<file path="config.mk">
export PLATFORM = sky130hd
export DESIGN_NAME = adc_sample_averager
export DESIGN_NICKNAME = d
export VERILOG_FILES = /design/src/rtl/adc_sample_averager.sv
export SDC_FILE = /design/constraint.sdc
export NUM_CORES = 1
export LEC_CHECK = 0
export CORE_MARGIN = 4
export CORE_UTILIZATION = 50
export DETAILED_ROUTE_END_ITERATION = 8
export GPL_ROUTABILITY_DRIVEN = 1
export PLACE_DENSITY = 0.75
export SYNTH_ARGS = -nofsm -noshare
export SYNTH_HDL_FRONTEND = slang
export SYNTH_SLANG_ARGS = --single-unit
</file>
<file path="constraint.sdc">
create_clock -name clk_100MHz -period 4.4 [get_ports clk_100MHz]
set_input_delay 1.1 -clock clk_100MHz [delete_from_list [all_inputs] [get_ports clk_100MHz]]
set_output_delay 1.1 -clock clk_100MHz [all_outputs]
set_load 0.05 [all_outputs]
</file>
<file path="src/rtl/adc_sample_averager.sv">
// Block averager for the 8-bit ADC stage: sums 2^LOG2_N samples and emits the mean on valid/ready.
// Optional running block min/max outputs are compiled in with `define ADC_AVG_MINMAX_EN.
module adc_sample_averager #(
  parameter int LOG2_N = 3
) (
  input  logic       clk_100MHz,
  input  logic       reset_n,
  input  logic       enable,
  input  logic       rd_n_in,
  input  logic [7:0] adc_data,
  output logic [7:0] avg_data,
  output logic       avg_valid,
  input  logic       avg_ready,
  output logic       overrun,
  input  logic       clear_overrun
`ifdef ADC_AVG_MINMAX_EN
  ,
  output logic [7:0] min_data,
  output logic [7:0] max_data
`endif
);

  localparam int ACC_W = 8 + LOG2_N;
  localparam int CNT_W = LOG2_N + 1;
  localparam int N     = 1 << LOG2_N;

  typedef enum logic {IDLE, ACC} state_t;

  state_t           state;
  logic             rd_n_q;
  logic [ACC_W-1:0] acc;
  logic [CNT_W-1:0] cnt;

  logic             strobe;
  logic             take;
  logic             last;
  logic             done;
  logic [ACC_W-1:0] sum;

  always_comb begin
    strobe = rd_n_in & ~rd_n_q;
    take   = (state == ACC) && enable && strobe;
    last   = (cnt == CNT_W'(N - 1));
    done   = take && last;
    sum    = acc + ACC_W'(adc_data);
  end

`ifdef ADC_AVG_MINMAX_EN
  logic [7:0] run_min;
  logic [7:0] run_max;
  logic [7:0] blk_min;
  logic [7:0] blk_max;

  // First sample of a block seeds both extremes.
  always_comb begin
    blk_min = adc_data;
    blk_max = adc_data;
    if (cnt != '0) begin
      blk_min = (adc_data < run_min) ? adc_data : run_min;
      blk_max = (adc_data > run_max) ? adc_data : run_max;
    end
  end
`endif

  always_ff @(posedge clk_100MHz) begin
    if (!reset_n) begin
      state     <= IDLE;
      rd_n_q    <= 1'b1;
      acc       <= '0;
      cnt       <= '0;
      avg_data  <= '0;
      avg_valid <= 1'b0;
      overrun   <= 1'b0;
`ifdef ADC_AVG_MINMAX_EN
      run_min   <= '0;
      run_max   <= '0;
      min_data  <= '0;
      max_data  <= '0;
`endif
    end else begin
      rd_n_q <= rd_n_in;

      case (state)
        IDLE: begin
          acc <= '0;
          cnt <= '0;
          if (enable) state <= ACC;
        end
        ACC: begin
          if (!enable) begin
            state <= IDLE;
            acc   <= '0;
            cnt   <= '0;
          end else if (strobe) begin
            if (last) begin
              acc <= '0;
              cnt <= '0;
            end else begin
              acc <= sum;
              cnt <= cnt + CNT_W'(1);
            end
          end
        end
        default: state <= IDLE;
      endcase

`ifdef ADC_AVG_MINMAX_EN
      if (take) begin
        run_min <= blk_min;
        run_max <= blk_max;
      end
`endif

      // A finished block replaces the result only if the slot is free or draining now.
      if (done && (!avg_valid || avg_ready)) begin
        avg_data  <= 8'(sum >> LOG2_N);
        avg_valid <= 1'b1;
`ifdef ADC_AVG_MINMAX_EN
        min_data  <= blk_min;
        max_data  <= blk_max;
`endif
      end else if (avg_valid && avg_ready) begin
        avg_valid <= 1'b0;
      end

      if (done && avg_valid && !avg_ready) overrun <= 1'b1;
      else if (clear_overrun)              overrun <= 1'b0;
    end
  end

endmodule
</file>
==> flow_metrics.tcl <==
set metrics [dict create \
    vias 1444 \
    post-route-util_pct 63.4 \
    yosys_warnings 0 \
    cts_buffer_depth 2 \
    startpoint "adc_data[0]" \
    crit_slowest_cell "fa_1" \
    cts_setup_buffers 0 \
    cts_made_buffers 3 \
    core_area_sq_um 2830 \
    seq_area_frac_synth_pct 35.5 \
    slew_headroom_pct 33.4 \
    worst_pin_slew_ns 0.995 \
    dr.first_iter.drc_count 86 \
    fin_crit_sh_pct 68.1 \
    drc 0 \
    routed_wirelength_mm 3.54 \
    cp-endpoint "acc[8]" \
    nFillCells 261 \
    reg2reg_depth 6 \
    seq_area_sq_um 541 \
    synthMuxAreaShare_pct 0 \
    cap_violations 0 \
    detail-route-antenna-nets 0 \
    drtPass1Iterations 4 \
    synthAdderAreaFrac_pct 8.72 \
    r2r_slack_ns 2.27 \
    hold_viol_final 0 \
    min_from "avg_data[0]" \
    grt_use_met3_pct 4.80 \
    setup-violations-final 0 \
    synth-seq-cells 27 \
    diodes 0 \
    min-delay-path-class "reg -> reg" \
    cp.depth 7 \
    grtUsageTotal_pct 18.4 \
    area_delta_synth_final_pct 17.8 \
    grt_pass1_wl_mm 6.06 \
    drive_gt1_share_pct 8.16 \
    syn-instance-count 174 \
    htreeDepth 1 \
    fp.dieH_um 63.2 \
    ir_worst_vdd_mv 0.199 \
    max_freq_mhz 334 \
    clock_latency_ns 0.32 \
    wl_per_cell_um 15.6 \
    regToRegEndpoint "acc[8]" \
    worstSetupEndpointType "register" \
    post-route-min-period_ns 3.00 \
    rows 19 \
    rsz0062_at_grt "false" \
    synth_top_flop_cell "dfxtp_1" \
    overflow 0 \
    io_buffers 23 \
    timing.rr.start "acc[0]" \
    cts_resized 0 \
    critPathMaxFanout 7 \
    synthArstFlopShare_pct 0 \
    cts_tree "yes" \
    postCtsHoldBufs 0 \
    path_clk_slew_ns 0.15 \
    synth_top_family_by_area "simple AND/OR/NAND/NOR gates" \
    cp_cell_sequence "clkdlybuf4s50_1 > ha_1 > fa_1 > a211oi_1 > o211ai_2 > and2_1 > o311ai_2" \
    pin_count 24 \
    final_area_sq_um 1790 \
    cpLargestDelayFamily "compound AO/OA/AOI/OAI gates" \
    fin_skew_ns 0.00554 \
    final_common_cell "dfxtp_1" \
    synth_cell_types 44 \
    powerDensity_nw_per_um2 220 \
    die_w_um 63.2 \
    initial_core_util_pct 53.8 \
    power_w 0.000395 \
    synth_edf_count 0 \
    worst_ep_required_time_ns 4.64 \
    critical_path.max_stage_delay_ns 0.43 \
    start_kind "input pin" \
    syn_area_per_cell_sq_um 8.74 \
    via_per_inst 6.36 \
    cts.sinks 27 \
    criticalPathCategory "in -> reg" \
    antenna_found_initial 0 \
    synth-simple-area-share_pct 26.4 \
    hpwl_mm 2.73 \
    post_dp_cell_area_sq_um 1770 \
    synth-compound-area-share_pct 24.2 \
    final_cell_mix "dfxtp_1, clkdlybuf4s50_1, nand3_1" \
    multi_input_area_sq_um 937 \
    final-max-slew-violation-count 0 \
    gp_routability_congestion 0.817 \
    clockRootBuffer "clkbuf_4" \
    grt_pass1_vias 1457 \
    die_area_sq_um 3990 \
    whs_ns 0.477 \
    p_leak_nw 0.672 \
    grt_use_met2_pct 31.2 \
    nets 221 \
    top_usage_layer "met2" \
    fin_tns_setup_ns 0 \
    synthXorXnorAreaFrac_pct 2.30 \
    hold_depth 2 \
    grt_max_degree 24 \
    critPathBufInv 1 \
    met1_usage_pct 22.5 \
    syn-cell-area_sq_um 1520 \
    status "completed" \
    syn-num-nets 198 \
    arrival_ns 3.24 \
]
==> report_power, final <==
| part | total [W] | switching [W] | internal (W) |
|---|---|---|---|
| logic | 0.0000404 | 0.0000216 | 0.0000189 |
| registers | 0.000247 | 0.00000111 | 0.000246 |
| clock network | 0.000108 | 0.0000738 | 0.0000341 |
==> worst min path at each step <==
stage	endpoint	slack [ns]
2_1_floorplan	acc[5]	0.45
3_3_place_gp	avg_data[1]	0.45
3_5_place_dp	avg_data[0]	0.46
4_1_cts	avg_data[0]	0.48
5_1_grt	avg_data[0]	0.51
6_report	avg_data[0]	0.48
==> metal layers <==
layer / up-vias / part of all wire [%]
met1: 672 / 45
met2: 61 / 48
li1: 703 / -
met3: 8 / 5.7
met4: 0 / 1.9
met5: - / 0
==> kinds of logic after synthesis <==
kind of cell | after synthesis
buf+inv | 9
flops | 27
xor+xnor | 4
compound gates | 49
fa+ha+maj | 10
simple gates | 75
==> final cells by class <==
type	instances	area share [%]
Clock buffer	3	1.26
Clock inverter	1	0.279
Inverter	3	0.628
Multi-Input combinational cell	138	52.3
Sequential cell	27	30.1
Tap cell	31	2.16
Timing Repair Buffer	24	13.3
==> stage by stage <==
step	setup slack [ns]	std cells
after CTS	1.39	227
after floorplan	1.63	174
final	1.40	227
after global routing	1.30	227
after detailed placement	1.05	223
after global placement	1.11	223
==> synth_stat cells (2+ instances only) <==
library cell   n  area [sq um]
nor2_1        15          56.3
nor2b_1        3          18.8
nand2_1       15          56.3
clkbuf_1       3          11.3
a21o_1         3          22.5
o311ai_2       3          48.8
a21oi_1        9          45.0
dfxtp_1       27           541
a32oi_1        2          17.5
o21ai_0        9          45.0
nand3_1       18          90.1
xor2_1         3          26.3
a211o_1        2          17.5
o211ai_1       5          37.5
inv_1          3          11.3
a211oi_1       3          22.5
or2_2          3          18.8
nand4_1        5          31.3
nor3_1         4          20.0
buf_2          2          10.0
ha_1           9           113
o2111ai_1      2          17.5
a22oi_1        4          30.0
and2_1         2          12.5
==> worst min-delay path, stage by stage (launching register included) <==
cell,delay [ns]
dfxtp_1,0.34
nand2_1,0.05
a21oi_1,0.06
==> state kept, by name, indices dropped and copies added, names as in the netlist <==
signal	count
acc	11
overrun	1
rd_n_q	1
avg_valid	1
avg_data	8
cnt	4
state	1
(Power assumes the default switching activity.)
